**src/rtl/nd_nto1.sv**
```systemverilog
// nd_nto1: NCH-input round-robin message merge into a single four-phase output via an FSZ-deep FIFO.
// Optional FIFO level/full observation ports are enabled by defining NS_ND_NTO1_LEVEL_EN.
`ifndef NS_MESSAGE_FIFO_SIZE
`define NS_MESSAGE_FIFO_SIZE 4
`endif
`ifndef NS_ADDRESS_SIZE
`define NS_ADDRESS_SIZE 8
`endif
`ifndef NS_DATA_SIZE
`define NS_DATA_SIZE 8
`endif
`ifndef NS_REDUN_SIZE
`define NS_REDUN_SIZE 4
`endif

module nd_nto1 #(
  parameter int NCH = 4,
  parameter int FSZ = `NS_MESSAGE_FIFO_SIZE,
  parameter int ASZ = `NS_ADDRESS_SIZE,
  parameter int DSZ = `NS_DATA_SIZE,
  parameter int RSZ = `NS_REDUN_SIZE
) (
  input  logic                 i_clk,
  input  logic                 reset,
  output logic                 ready,
  input  logic [NCH-1:0]       rcv_req,
  output logic [NCH-1:0]       rcv_ack,
  input  logic [NCH*ASZ-1:0]   rcv_src,
  input  logic [NCH*ASZ-1:0]   rcv_dst,
  input  logic [NCH*DSZ-1:0]   rcv_dat,
  input  logic [NCH*RSZ-1:0]   rcv_red,
  output logic                 snd0_req,
  input  logic                 snd0_ack,
  output logic [ASZ-1:0]       snd0_src,
  output logic [ASZ-1:0]       snd0_dst,
  output logic [DSZ-1:0]       snd0_dat,
  output logic [RSZ-1:0]       snd0_red
`ifdef NS_ND_NTO1_LEVEL_EN
  ,
  output logic [$clog2(FSZ+1)-1:0] fill_lvl,
  output logic                     full_seen
`endif
);

  localparam int CW = $clog2(FSZ + 1);
  localparam int IW = $clog2(FSZ);
  localparam int PW = $clog2(NCH);
  localparam logic [CW-1:0] CNT_FULL = CW'(FSZ);
  localparam logic [IW-1:0] IDX_LAST = IW'(FSZ - 1);
  localparam logic [PW-1:0] PTR_LAST = PW'(NCH - 1);
  localparam logic [PW:0]   NCH_W    = (PW + 1)'(NCH);

  logic [CW-1:0]  count;
  logic [IW-1:0]  head;
  logic [IW-1:0]  tail;
  logic [PW-1:0]  ptr;
  logic           busy;

  logic [NCH-1:0] pending;
  logic           found;
  logic [PW-1:0]  win;
  logic [PW:0]    cand;
  logic           accept;
  logic           pop;

  logic [ASZ-1:0] mem_src [FSZ];
  logic [ASZ-1:0] mem_dst [FSZ];
  logic [DSZ-1:0] mem_dat [FSZ];
  logic [RSZ-1:0] mem_red [FSZ];

  // Rotating scan: first pending channel at or after ptr, modulo NCH.
  always_comb begin
    pending = rcv_req & ~rcv_ack;
    found   = 1'b0;
    win     = '0;
    cand    = '0;
    for (int unsigned k = 0; k < NCH; k++) begin
      cand = {1'b0, ptr} + (PW + 1)'(k);
      if (cand >= NCH_W) cand = cand - NCH_W;
      if (!found && pending[cand[PW-1:0]]) begin
        found = 1'b1;
        win   = cand[PW-1:0];
      end
    end
  end

  assign accept = ready & found & (count < CNT_FULL);
  assign pop    = ready & ~snd0_req & ~busy & (count != '0);

  always_ff @(posedge i_clk) begin
    if (!reset && accept) begin
      mem_src[head] <= rcv_src[win*ASZ +: ASZ];
      mem_dst[head] <= rcv_dst[win*ASZ +: ASZ];
      mem_dat[head] <= rcv_dat[win*DSZ +: DSZ];
      mem_red[head] <= rcv_red[win*RSZ +: RSZ];
    end
  end

  // Reset and the single init cycle share the clearing branch; ready only rises from init.
  always_ff @(posedge i_clk) begin
    if (reset || !ready) begin
      ready     <= ~reset;
      rcv_ack   <= '0;
      snd0_req  <= 1'b0;
      snd0_src  <= '0;
      snd0_dst  <= '0;
      snd0_dat  <= '0;
      snd0_red  <= '0;
      head      <= '0;
      tail      <= '0;
      count     <= '0;
      ptr       <= '0;
      busy      <= 1'b0;
`ifdef NS_ND_NTO1_LEVEL_EN
      full_seen <= 1'b0;
`endif
    end else begin
      for (int unsigned i = 0; i < NCH; i++) begin
        if (!rcv_req[i] && rcv_ack[i]) rcv_ack[i] <= 1'b0;
      end

      if (accept) begin
        rcv_ack[win] <= 1'b1;
        head         <= (head == IDX_LAST) ? '0 : head + IW'(1);
        ptr          <= (win == PTR_LAST) ? '0 : win + PW'(1);
      end

      if (pop) begin
        snd0_src <= mem_src[tail];
        snd0_dst <= mem_dst[tail];
        snd0_dat <= mem_dat[tail];
        snd0_red <= mem_red[tail];
        snd0_req <= 1'b1;
        busy     <= 1'b1;
        tail     <= (tail == IDX_LAST) ? '0 : tail + IW'(1);
      end else if (snd0_req && snd0_ack) begin
        snd0_req <= 1'b0;
      end else if (busy && !snd0_req && !snd0_ack) begin
        busy <= 1'b0;
      end

      case ({accept, pop})
        2'b10:   count <= count + CW'(1);
        2'b01:   count <= count - CW'(1);
        default: count <= count;
      endcase

`ifdef NS_ND_NTO1_LEVEL_EN
      if ((|pending) && (count == CNT_FULL)) full_seen <= 1'b1;
`endif
    end
  end

`ifdef NS_ND_NTO1_LEVEL_EN
  assign fill_lvl = count;
`endif

endmodule

```
**config.mk**
```make
export PLATFORM = sky130hd
export DESIGN_NAME = nd_nto1
export DESIGN_NICKNAME = d
export VERILOG_FILES = /design/src/rtl/nd_nto1.sv
export SDC_FILE = /design/constraint.sdc
export NUM_CORES = 1
export LEC_CHECK = 0
export BUFFER_PORTS_ARGS = -buffer_cell sky130_fd_sc_hd__buf_4
export CORE_UTILIZATION = 30
export CTS_BUF_LIST = sky130_fd_sc_hd__clkbuf_4
export DETAILED_ROUTE_END_ITERATION = 10
export GPL_TIMING_DRIVEN = 0
export PLACE_DENSITY_LB_ADDON = 0.1
export SLEW_MARGIN = 25
export SYNTH_ARGS = -nofsm -noshare
export SYNTH_HDL_FRONTEND = slang
export SYNTH_SLANG_ARGS = --single-unit
```
**constraint.sdc**
```tcl
create_clock -name i_clk -period 2.55 [get_ports i_clk]
set_input_delay 0.1275 -clock i_clk [delete_from_list [all_inputs] [get_ports i_clk]]
set_output_delay 0.1275 -clock i_clk [all_outputs]
set_load 0.05 [all_outputs]
```
# After elaboration in Yosys (flattened, before gate mapping)
# Memory sizes are Yosys's and may differ from the RTL's. A register that Yosys moved wholly into a read port is not among the register bits.
# Cells that the tools add are included.
totals:
  output_inout_bits: 34
  word_cells: 127
  register_bits: 16
  mem_bits_rw: 112
  n_memories: 4
classes:
  n_eq_ne: 6
  shift: 4
  add_sub_neg: 12
  bitwise_logic: 11
  n_lt_le_gt_ge: 11
  mux: 42
  reduce_logical: 29
memory_table:
  columns: ["memory", "words", "width", "rd", "rd_ports_with_merged_regs", "write_ports", "line", "rtl"]
  rows:
  - ["mem_dat", 4, 8, 1, 1, 1, "68", "logic [DSZ-1:0] mem_dat [FSZ];"]
  - ["mem_dst", 4, 8, 1, 1, 1, "67", "logic [ASZ-1:0] mem_dst [FSZ];"]
  - ["mem_src", 4, 8, 1, 1, 1, "66", "logic [ASZ-1:0] mem_src [FSZ];"]
  - ["mem_red", 4, 4, 1, 1, 1, "69", "logic [RSZ-1:0] mem_red [FSZ];"]
ops:
  columns: ["operator", "n"]
  rows:
  - ["$shiftx A32 B6 Y8", 3]
  - ["$mux W1", 24]
  - ["$mux W2", 11]
  - ["$shiftx A16 B5 Y4", 1]
  - ["$lt A2 B3 Y1 const B", 5]
  - ["$logic_and A1 B1 Y1", 12]
  - ["$logic_not A1 Y1", 11]
  - ["$ge A3 B3 Y1 const B", 3]
  - ["$bmux W1 S2", 4]
  - ["$eq A2 B2 Y1 const B", 4]
  - ["$sub A2 B1 Y2 const B", 4]
  - ["$add A2 B1 Y2 const B", 3]
  - ["$add A2 B2 Y3 const B", 2]
  - ["$pmux W3 S2", 1]
  - ["$reduce_bool A2 Y1", 3]
  - ["$and A1 B1 Y1", 5]
  - ["$and A4 B4 Y4", 1]
  - ["$mux W4", 1]
  - ["$not A4 Y4", 1]
  - ["$or A4 B4 Y4", 1]
  - ["$add A2 B1 Y3 const B", 1]
  - ["$add A3 B1 Y3 const B", 1]
  - ["$ge A2 B3 Y1 const B", 1]
  - ["$lt A3 B3 Y1 const B", 1]
  - ["other kinds (9)", 11]

# Depth between registers and ports, before layout
# Gate-level depths: netlist of run 1.
logic_depth:
  word_depth: 20
  ltp_mapped: 10

# Worst setup path before layout of run 1
# Ideal clock, no wire load.
synth_timing:
  kind: "register -> register"
  startpoint: "register ready"
  endpoint: "register count[2]"
  path_stages_with_launch: 10
  required_ps: 2477
  path_buffers: 1
  t_arrival_ps: 2505
  setup_time_ps: 73
  slack_ps: -28
  cell_sequence: "edfxtp_1 nand3_1 inv_2 clkbuf_1 ha_1 inv_1 fa_1 xor2_1 or3_1 a21oi_1"
synth_via:
  elab_chain_len: 5
  elab_cells_between_ends: 11
synth_lines:
  columns: ["element", "line", "rtl"]
  rows:
  - ["from (decl)", "25", "output logic ready,"]
  - ["from (signal assigned)", "102", "ready <= ~reset;"]
  - ["$and A1 B1 Y1 * (3 in a row)", "88", "assign pop = ready & ~snd0_req & ~busy & (count != '0);"]
  - ["net pop", "64", "logic pop;"]
  - ["$eq A2 B1 Y1 or $eq A2 B2 Y1 (tied branches)", "142", "case ({accept, pop})"]
  - ["$pmux W3 S2 or $reduce_bool A2 Y1 (tied branches)", null, null]
  - ["to (signal assigned)", "143", "2'b10: count <= count + CW'(1);"]
  - ["to (signal assigned)", "144", "2'b01: count <= count - CW'(1);"]
  - ["to (signal assigned)", "145", "default: count <= count;"]
  - ["to (decl)", "53", "logic [CW-1:0] count;"]
# Mark *: on every way through the listed nets, which the timed path passes. The rest lies on a longest branch.
# A chain may end at the register's enable or synchronous reset.

# Worst setup path in the final report of run 1
layout_timing:
  startpoint: "register rcv_ack[2]"
  endpoint: "register count[2]"
layout_via:
  elab_chain_len: 18
  elab_cells_between_ends: 26
layout_lines:
  columns: ["element", "line", "rtl"]
  rows:
  - ["from (decl)", "27", "output logic [NCH-1:0] rcv_ack,"]
  - ["from (signal assigned)", "103", "rcv_ack <= '0;"]
  - ["from (signal, indexed assignment)", "123", "rcv_ack[win] <= 1'b1;"]
  - ["$not A4 Y4 *", "73", "pending = rcv_req & ~rcv_ack;"]
  - ["$and A4 B4 Y4 *", "73", null]
  - ["$bmux W1 S2", "80", "if (!found && pending[cand[PW-1:0]]) begin"]
  - ["$mux W1 (implied by the code)", "80", null]
  - ["$mux W1", "80", null]
  - ["$logic_not A1 Y1", "80", null]
  - ["$logic_and A1 B1 Y1", "80", null]
  - ["$mux W1", "80", null]
  - ["$logic_not A1 Y1", "80", null]
  - ["$logic_and A1 B1 Y1", "80", null]
  - ["$mux W1", "80", null]
  - ["$logic_not A1 Y1", "80", null]
  - ["$logic_and A1 B1 Y1", "80", null]
  - ["$mux W1 *", "80", null]
  - ["$and A1 B1 Y1 * (2 in a row)", "87", "assign accept = ready & found & (count < CNT_FULL);"]
  - ["$eq A2 B1 Y1 or $eq A2 B2 Y1 (tied branches)", "142", null]
  - ["$pmux W3 S2 or $reduce_bool A2 Y1 (tied branches)", null, null]
# Mark *: on every way between the ends. The rest lies on a longest branch, timed or not. The select of a mux whose other input is x is not followed.

==> results of run 1 <==
## cell families (layout without fill, tap and decap cells)
group,Yosys count,in the layout,share of synthesized area
compound gates,47,47,0.0407
xor+xnor,2,2,0.00257
buf+inv,38,230,0.0335
fa+ha+maj,11,11,0.0213
mux,115,115,0.220
simple gates,92,92,0.0587
flops,156,156,0.623
other cells,0,1,0
## flip-flops by register name, summed over array words and instances, names as in the netlist, 3 cells and up
name / count
mem_dat: 32
mem_dst: 32
mem_src: 32
mem_red: 16
snd0_dat: 8
snd0_dst: 8
snd0_src: 8
rcv_ack: 4
snd0_red: 4
count: 3
## power breakdown
group          internal (W)  switching (W)  total [W]  leakage (nW)
Clock              0.000706       0.000819    0.00152         0.160
Combinational      0.000400       0.000467   0.000867          1.71
Sequential          0.00286      0.0000242    0.00289          1.37
## Yosys cell counts, types with 3 or more instances
| master | number | area share |
|---|---|---|
| nand2_1 | 59 | 0.032 |
| nand2b_1 | 4 | 0.0037 |
| a21oi_1 | 34 | 0.025 |
| mux4_2 | 28 | 0.092 |
| and3_1 | 4 | 0.0037 |
| edfxtp_1 | 113 | 0.50 |
| buf_2 | 10 | 0.0073 |
| buf_6 | 4 | 0.0066 |
| nor2b_1 | 3 | 0.0028 |
| a22oi_1 | 4 | 0.0044 |
| mux2i_1 | 87 | 0.13 |
| buf_4 | 3 | 0.0033 |
| nor2_1 | 14 | 0.0077 |
| dfxtp_1 | 43 | 0.13 |
| ha_1 | 10 | 0.018 |
| inv_1 | 7 | 0.0039 |
| inv_2 | 4 | 0.0022 |
| clkbuf_1 | 8 | 0.0044 |
## per-stage QoR
step,total power (W),instance area [um^2]
floorplan,0.00347,6830
global placement,0.00380,8320
detailed placement,0.00383,8430
CTS,0.00535,8770
global route,0.00550,8770
finish,0.00528,8770
## area by class of cell
type                            instances  share of cell area
Timing Repair Buffer                  162               0.149
Sequential cell                       156               0.485
Multi-Input combinational cell        267               0.268
Antenna cell                            1            0.000285
Clock inverter                         10              0.0143
Clock buffer                           21              0.0180
Tap cell                              280              0.0399
Inverter                               11             0.00471
Buffer                                 26              0.0210
## worst max-delay path, stage by stage (launching register included)
cell	delay [ns]
dfxtp_1	0.36
nand2b_1	0.23
nand4_1	0.14
and3b_1	0.24
inv_2	0.11
ha_1	0.19
inv_1	0.06
fa_1	0.37
xor2_1	0.16
or3_1	0.30
a21oi_1	0.14
## routing by layer
metal | routed length, um | part of all wire
met4 | 144 | 0.0085
met2 | 8800 | 0.52
met5 | 0 | 0
met1 | 7230 | 0.43
met3 | 824 | 0.048
## timing repair
| action | CTS | global route |
|---|---|---|
| hold buffers | 6 | 0 |
| resized for setup | 0 | 0 |
| setup endpoints to repair | 1 | 0 |
| setup buffers | 0 | 0 |
| hold endpoints to repair | 7 | 0 |
## how the worst max path moves through the flow
stage / endpoint / slack, ns
2_1_floorplan: count[2] / 0.03
3_3_place_gp: mem_src[3][3] / -0.50
3_5_place_dp: count[2] / -0.12
4_1_cts: count[2] / 0.18
5_1_grt: count[2] / 0.02
6_report: count[2] / 0.21
==> metrics.md, run 1 <==
| Metric | Value |
|---|---|
| Worst setup SP type | flip-flop |
| Total track usage | 0.151 |
| First drt pass iteration count | 6 |
| Starting DRT DRC Count | between 200 and 300 |
| Crit-path max FO | 4 |
| Netlist Area Pre-Place | 0.00683 mm^2 |
| Outcome | complete, no violations |
| Library cells used by synthesis | 35 |
| Core box area | 0.0221 mm^2 |
| Util after Layout | 0.397 |
| FF-to-FF setup slack | roughly 0.21 ns |
| R2r startpoint | rcv_ack[2] |
| CTS Buffer Depth | 2 |
| CTS Buf Count | 17 |
| Routability Congestion | 0.695 |
| Final setup fails | 0 |
| Syn avg cell area | 14.8 um^2 |
| WS Path Type | flip-flop to flip-flop |
| Multi-input gate area | 0.00235 mm^2 |
| Hold depth | 3 |
| Largest net degree at the start of global routing | 23 |
| Number of max-cap violations | 0 |
| Initial Util | 0.309 |
| Number of flops mapped to enable cells by yosys | 113 |
| Critical Path Source | rcv_ack[2] |
| WP data required | 3.04 ns |
| DR vias | between 4000 and 5000 |
| Initial antenna violation count | 1 |
| Peak Freq | 428 MHz |
| Non-filler cells, final | approximately 930 |
| Clk_lat worst skew | 0.54 ns |
| Pre-CTS setup slack | -0.124 ns |
| Commonest non-fill, non-tap cell in the layout | buf_4 |
| P per Cell Area | between 600 and 700 mW/mm^2 |
| Final WS setup | roughly 0.21 ns |
| Pins Over Slew Limit | 0 |
| Global route hottest layer | met2 |
| Ratio of cells with drive above 1 in the final layout | 0.371 |
| Worst Clk Skew | 0.0267 ns |
| Least-Margin Pin Slew | 0.682 ns |
| Filler cells | 2108 |
| Clock sinks | 156 |
| Most frequent cells in the layout | buf_4, edfxtp_1, mux2i_1, nand2_1, dfxtp_1 |
| Storage element area | 0.00425 mm^2 |
| Yosys reg bits | 156 |
| Pleak | approximately 3.2 nW |
| Hold Worst Slack | 0.104 ns |
| GR Overflow Total | 0 |
| Detail Placement HPWL | 11900 um |
| Normalized max-slew margin | 0.545 |
| GR Layer Usage met3 | 0.0340 |
| Reg2Reg Capture Point | count[2] |
| Post-route clock period utilization | 0.916 |
| Final hold violations | 0 |
| Wirelength per Cell | 18.2 um |
| Vias in the first global route | 4535 |
| Hold Path End | mem_src[2][3] |
| Met1 GRT Util | 0.184 |
| Die W | 153 um |
| Register area share after synthesis | 0.623 |
| VDD IR-drop max | between 0.0002 and 0.0003 V |
| Synth warn | 0 |
| Port buffer count | 152 |
| Met2 Use GR | 0.267 |
| Top_reg_cell synth | edfxtp_1 |
| Unrepaired setup endpoints after global routing | false |
| Row count | 54 |
| DR DRC count | 0 |
| TNS Setup | 0 ns |
| Tmin final | between 2 and 2.5 ns |
| # H-tree levels | 4 |
| Root Buffer | clkbuf_4 |
| Beginning of the worst hold path | rcv_src[3] |
| Async set-reset flop share out of synthesis | 0 |
| Die area | 0.0234 mm^2 |
| R2R depth | 10 |
| Final #Nets | 771 |
| CTS clock-pin slew for the worst setup and hold paths | 0.13 ns |
| Dpl cells | about 900 |
| DRT antenna net count | 0 |
| Area growth, synth to finish | 28.5% |
| Global-route wire length before repair | ~26000 um |
| Synth Instances | 461 |
| Vias per cell | 4.69 |
| CP endpoint kind | flip-flop |
| CP arrival | 2.82 ns |
| Type of the worst min-delay path | primary input to flip-flop |
| Die height | 153 um |
| CTS tree | yes |
| Drt total wl | ~17000 um |
| Syn nets | 591 |
| Ports | 153 |
No activity file was read; power rests on OpenSTA's default activity.
==> run 2, diff against run 1 <==
--- a/config.mk
+++ b/config.mk
@@ -6,7 +6,7 @@
 export NUM_CORES = 1
 export LEC_CHECK = 0
 export BUFFER_PORTS_ARGS = -buffer_cell sky130_fd_sc_hd__buf_4
-export CORE_UTILIZATION = 30
+export CORE_UTILIZATION = 55
 export CTS_BUF_LIST = sky130_fd_sc_hd__clkbuf_4
 export DETAILED_ROUTE_END_ITERATION = 10
 export GPL_TIMING_DRIVEN = 0
==> metrics.md, run 2 (synthesis results as in run 1) <==
| Metric | Value |
|---|---|
| Outcome | complete, no violations |
| Ports | 153 |
| Final setup fails | 0 |
| P per Cell Area | 628 mW/mm^2 |
| Global-route wire length before repair | 23200 um |
| Non-filler cells, final | 822 |
| # H-tree levels | 4 |
| Post-route clock period utilization | 0.933 |
| CTS tree | yes |
| Wirelength per Cell | 18.0 um |
| VDD IR-drop max | about 0.00044 V |
| CTS Buf Count | 17 |
| Peak Freq | 420 MHz |
| Critical-path top delay cell | fa_1 |
| Filler cells | 805 |
| Largest net degree at the start of global routing | 24 |
| Type of the worst min-delay path | primary input to flip-flop |
| Row count | 40 |
| Die height | 113 um |
| Root Buffer | clkbuf_4 |
| WS Path Type | flip-flop to flip-flop |
| DRT antenna net count | 0 |
| Number of max-cap violations | 0 |
| Hold Worst Slack | 0.0948 ns |
| GR Overflow Total | 0 |
| Final WS setup | 0.170 ns |
| Vias in the first global route | roughly 4500 |
| Most frequent cells in the layout | buf_4, edfxtp_1, mux2i_1, nand2_1, dfxtp_1 |
| Area growth, synth to finish | 26.9% |
| Storage element area | 0.00426 mm^2 |
| Final hold violations | 0 |
| Normalized max-slew margin | 0.561 |
| CP top delay family | simple AND/OR/NAND/NOR gates |
| Pins Over Slew Limit | 0 |
| Routability Congestion | 0.738 |
| CP endpoint kind | flip-flop |
| Die W | 113 um |
| CTS clock-pin slew for the worst setup and hold paths | 0.13 ns |
| Placed inst area | between 0.008 and 0.009 mm^2 |
| Dpl cells | 785 |
| Detail Placement HPWL | slightly above 10000 um |
| Ratio of cells with drive above 1 in the final layout | 0.375 |
| Worst Clk Skew | 0.0161 ns |
| Pre-CTS setup slack | -0.112 ns |
| CP Buf/Inv Count | 2 |
| Clk_lat worst skew | between 0.5 and 0.6 ns |
| Multi-input gate area | 0.00235 mm^2 |
| DR DRC count | 0 |
| Design area | 0.00866 mm^2 |
| Antenna diode count | 0 |
| Tmin final | 2.38 ns |
| Worst-path cell chain | nand2b_1 > nand4_1 > and3b_1 > inv_2 > ha_1 > inv_1 > fa_1 > xor2_1 > or3_1 > a21oi_1 |
| Crit path largest cell delay | 0.38 ns |
| Top Registers | mem_dat x32, mem_dst x32, mem_src x32 |
| Starting DRT DRC Count | between 200 and 250 |
| Worst setup SP type | flip-flop |
| Total track usage | 0.247 |
| DR vias | 4398 |
| Initial antenna violation count | 0 |
| Drt total wl | 14800 um |
| WP data required | 3.04 ns |
| Clock sinks | 156 |
| Initial Util | 0.566 |
| Unrepaired setup endpoints after global routing | false |
| Crit-path max FO | 4 |
| Final #Nets | 771 |
| Die area | between 0.01 and 0.015 mm^2 |
| CTS Buffer Depth | 2 |
| Least-Margin Pin Slew | ~0.66 ns |
| Pleak | 3.25 nW |
| Commonest non-fill, non-tap cell in the layout | buf_4 |
| Core box area | 0.0121 mm^2 |
| Vias per cell | 5.35 |
| Total design power | roughly 0.0054 W |
| First drt pass iteration count | 4 |
| Port buffer count | about 150 |
| CP arrival | 2.87 ns |
[run 2: cell types whose count changed in the layout (fill, tap and decap cells not counted)]
cell,before,now
dfxtp_1,43,42
clkbuf_4,21,18
diode_2,1,0
dfxtp_2,0,1
nand2b_1,4,3
nand2b_2,0,1
buf_12,3,6
bufinv_16,3,5
buf_16,3,0
clkinvlp_4,0,2
[run 2: cell type report]
type | instances | share of cell area
Buffer | 26 | 0.0212
Clock buffer | 18 | 0.0156
Clock inverter | 14 | 0.0231
Inverter | 11 | 0.00477
Multi-Input combinational cell | 267 | 0.272
Sequential cell | 156 | 0.491
Tap cell | 168 | 0.0243
Timing Repair Buffer | 162 | 0.148
[run 2: through the flow]
step | setup TNS (ns) | util
2_1_floorplan | 0 | -
3_3_place_gp | -43.29 | 0.678
3_5_place_dp | -0.112 | 0.685
4_1_cts | 0 | 0.718
5_1_grt | 0 | 0.718
6_report | 0 | 0.718
[run 2: worst paths after layout]
check	start	to	depth (start not counted)	slack, ns
max reg2reg	rcv_ack[0]	count[2]	10	0.17
min reg2reg	snd0_dst[5]	snd0_dst[5]	2	0.46
max	rcv_ack[0]	count[2]	10	0.17
min	rcv_src[3]	mem_src[2][3]	3	0.09
[run 2: where the power goes]
part / switching, W / total [W] / internal [W]
sequential: 0.0000260 / 0.00289 / 0.00286
clock: 0.000834 / 0.00171 / 0.000873
combinational: 0.000450 / 0.000848 / 0.000398
[run 2: worst min-delay path: cells and delay by family]
family,cells,cell delay (ns)
muxes,2,0.27
buffers and inverters,1,0.07
[run 2: repair_timing]
action / in CTS / in global routing
hold buffers: 6 / 0
hold endpoints to repair: 7 / 0
setup buffers: 0 / 0
endpoints found under the setup margin: 1 / 1
resized for setup: 0 / 2
[run 2: layer usage]
layer,wire [um],vias up,global-route usage
met5,0,-,0
met3,963,17,0.0760
met2,7710,148,0.424
met1,5950,2140,0.300
li1,-,2093,-
met4,208,0,0.0798
==> run 3, diff against run 2 <==
--- a/config.mk
+++ b/config.mk
@@ -6,7 +6,8 @@
 export NUM_CORES = 1
 export LEC_CHECK = 0
 export BUFFER_PORTS_ARGS = -buffer_cell sky130_fd_sc_hd__buf_4
-export CORE_UTILIZATION = 55
+export CORE_MARGIN = 5
+export CORE_UTILIZATION = 56
 export CTS_BUF_LIST = sky130_fd_sc_hd__clkbuf_4
 export DETAILED_ROUTE_END_ITERATION = 10
 export GPL_TIMING_DRIVEN = 0
==> metrics.md, run 3 (synthesis results as in run 1) <==
| Metric | Value |
|---|---|
| Outcome | complete, no violations |
| Final hold violations | 0 |
| Worst Clk Skew | 0.0193 ns |
| Global route hottest layer | met2 |
| Post-CTS setup buffer count | 0 |
| # H-tree levels | 4 |
| CTS Buffer Depth | 2 |
| CTS clock-pin slew for the worst setup and hold paths | 0.13 ns |
| GR Overflow Total | 0 |
| R2r startpoint | rcv_ack[2] |
| Vias in the first global route | 4766 |
| Total design power | 0.00525 W |
| Top Registers | mem_dat x32, mem_dst x32, mem_src x32 |
| Ratio of cells with drive above 1 in the final layout | 0.381 |
| Pleak | roughly 3.2 nW |
| Pins Over Slew Limit | 0 |
| Critical Path Source | rcv_ack[2] |
| Routability Congestion | about 0.71 |
| Critical-path top delay cell | dfxtp_2 |
| Placed inst area | 0.00826 mm^2 |
| Crit-path max FO | 4 |
| Unrepaired setup endpoints after global routing | false |
| Worst-path cell chain | nand2b_2 > nand4_1 > and3b_1 > inv_2 > ha_1 > inv_1 > fa_1 > xor2_1 > or3_1 > a21oi_1 |
| Worst setup SP type | flip-flop |
| CTS Buf Count | 17 |
| Starting DRT DRC Count | 266 |
| Commonest non-fill, non-tap cell in the layout | buf_4 |
| Wirelength per Cell | 19.4 um |
| Antenna diode count | 0 |
| CP Buf/Inv Count | 2 |
| DR vias | roughly 4400 |
| Non-filler cells, final | 801 |
| Least-Margin Pin Slew | between 0.6 and 0.7 ns |
| DR DRC count | 0 |
| Worst path depth | 10 |
| CP endpoint kind | flip-flop |
| Ports | 153 |
| Row count | 40 |
| CP top delay family | simple AND/OR/NAND/NOR gates |
| FF-to-FF setup slack | 0.19 ns |
| Number of max-cap violations | 0 |
| DRT antenna net count | 0 |
| WS Path Type | flip-flop to flip-flop |
| GR Layer Usage met3 | 0.0655 |
| Clock sinks | 156 |
| Normalized max-slew margin | 0.554 |
| Clk_lat worst skew | 0.58 ns |
| Detail Placement HPWL | between 10000 and 15000 um |
| CP arrival | 2.87 ns |
| Dpl cells | 764 |
| Type of the worst min-delay path | primary input to flip-flop |
| Tmin final | 2.36 ns |
| Post-route clock period utilization | 0.926 |
| Global-route wire length before repair | approximately 25000 um |
| WP data required | 3.06 ns |
| Largest net degree at the start of global routing | 23 |
| Die W | ~120 um |
| Vias per cell | 5.54 |
| Final setup fails | 0 |
| Die height | between 100 and 150 um |
| Total track usage | 0.226 |
| Design area | 0.00863 mm^2 |
| First drt pass iteration count | 4 |
| Area growth, synth to finish | 26.4% |
| CTS tree | yes |
| Drt total wl | approximately 16000 um |
| Met2 Use GR | 0.386 |
| Crit path to | count[2] |
| Core box area | about 0.012 mm^2 |
| Final #Nets | 771 |
| Peak Freq | 424 MHz |
| Root Buffer | clkbuf_4 |
| Port buffer count | 152 |
| Most frequent cells in the layout | buf_4, edfxtp_1, mux2i_1, nand2_1, dfxtp_1 |
| Initial antenna violation count | 0 |
| P per Cell Area | 608 mW/mm^2 |
| R2R depth | 10 |
| Reg2Reg Capture Point | count[2] |
| Initial Util | 0.571 |
| Die area | 0.0145 mm^2 |
| VDD IR-drop max | 0.000391 V |
| Met1 GRT Util | 0.278 |
| Crit path largest cell delay | around 0.38 ns |
[run 3: cell types whose count changed in the layout (fill, tap and decap cells not counted), moves of 2 or more]
| cell | delta |
|---|---|
| clkinv_2 | -2 |
| clkinv_1 | -3 |
| buf_12 | -3 |
| clkinv_4 | +6 |
| bufinv_16 | -3 |
| buf_16 | +3 |
[run 3: area by class of cell]
cell class / instances / area [um^2]
Sequential cell: 156 / 4260
Fill cell: 789 / 3330
Multi-Input combinational cell: 267 / 2360
Timing Repair Buffer: 162 / 1300
Buffer: 26 / 184
Tap cell: 147 / 184
Clock inverter: 15 / 169
Clock buffer: 17 / 128
Inverter: 11 / 41.3
[run 3: repair_timing]
item,in CTS,in global routing
endpoints found under the setup margin,1,1
resized for setup,0,3
hold buffers,6,0
hold endpoints to repair,7,0
[run 3: worst min path at each step]
stage / end / slack [ns] / cells past startpoint / start
floorplan: rcv_ack[0] / 0.29 / 2 / rcv_req[0]
global placement: rcv_ack[2] / 0.39 / 3 / rcv_req[2]
detailed placement: snd0_req / 0.41 / 3 / snd0_ack
CTS: mem_dat[2][7] / 0.05 / 3 / rcv_dat[15]
global route: mem_dat[0][7] / 0.05 / 3 / rcv_dat[15]
finish: mem_dat[3][7] / 0.07 / 3 / rcv_dat[15]
[run 3: metrics by stage]
step                hold slack, ns  TNS [ns]  worst slack [ns]  utilization
global placement             0.391    -33.39            -0.328        0.682
detailed placement           0.410   -0.0460           -0.0460        0.691
floorplan                    0.293         0            0.0252            -
finish                      0.0712         0             0.190        0.721
CTS                         0.0477         0            0.0843        0.720
global route                0.0490         0            0.0315        0.721
[run 3: worst register-to-register path: stages (launching register included)]
cell and delay, ns:
dfxtp_2 0.38, nand2b_2 0.19, nand4_1 0.13, and3b_1 0.25, inv_2 0.11, ha_1 0.20, inv_1 0.07, fa_1 0.37
xor2_1 0.16, or3_1 0.30, a21oi_1 0.13
[run 3: power by group]
group / internal, W / leakage [nW] / switching [W]
clock: 0.000596 / 0.150 / 0.000909
sequential: 0.00286 / 1.37 / 0.0000270
combinational: 0.000402 / 1.72 / 0.000450
total: 0.00386 / 3.24 / 0.00139
[run 3: per-layer routing]
layer	part of all wire	routed length, um	vias up
li1	-	-	2097
met1	0.40	6180	2166
met2	0.51	7890	153
met3	0.076	1180	22
met4	0.019	292	0
met5	0	0	-
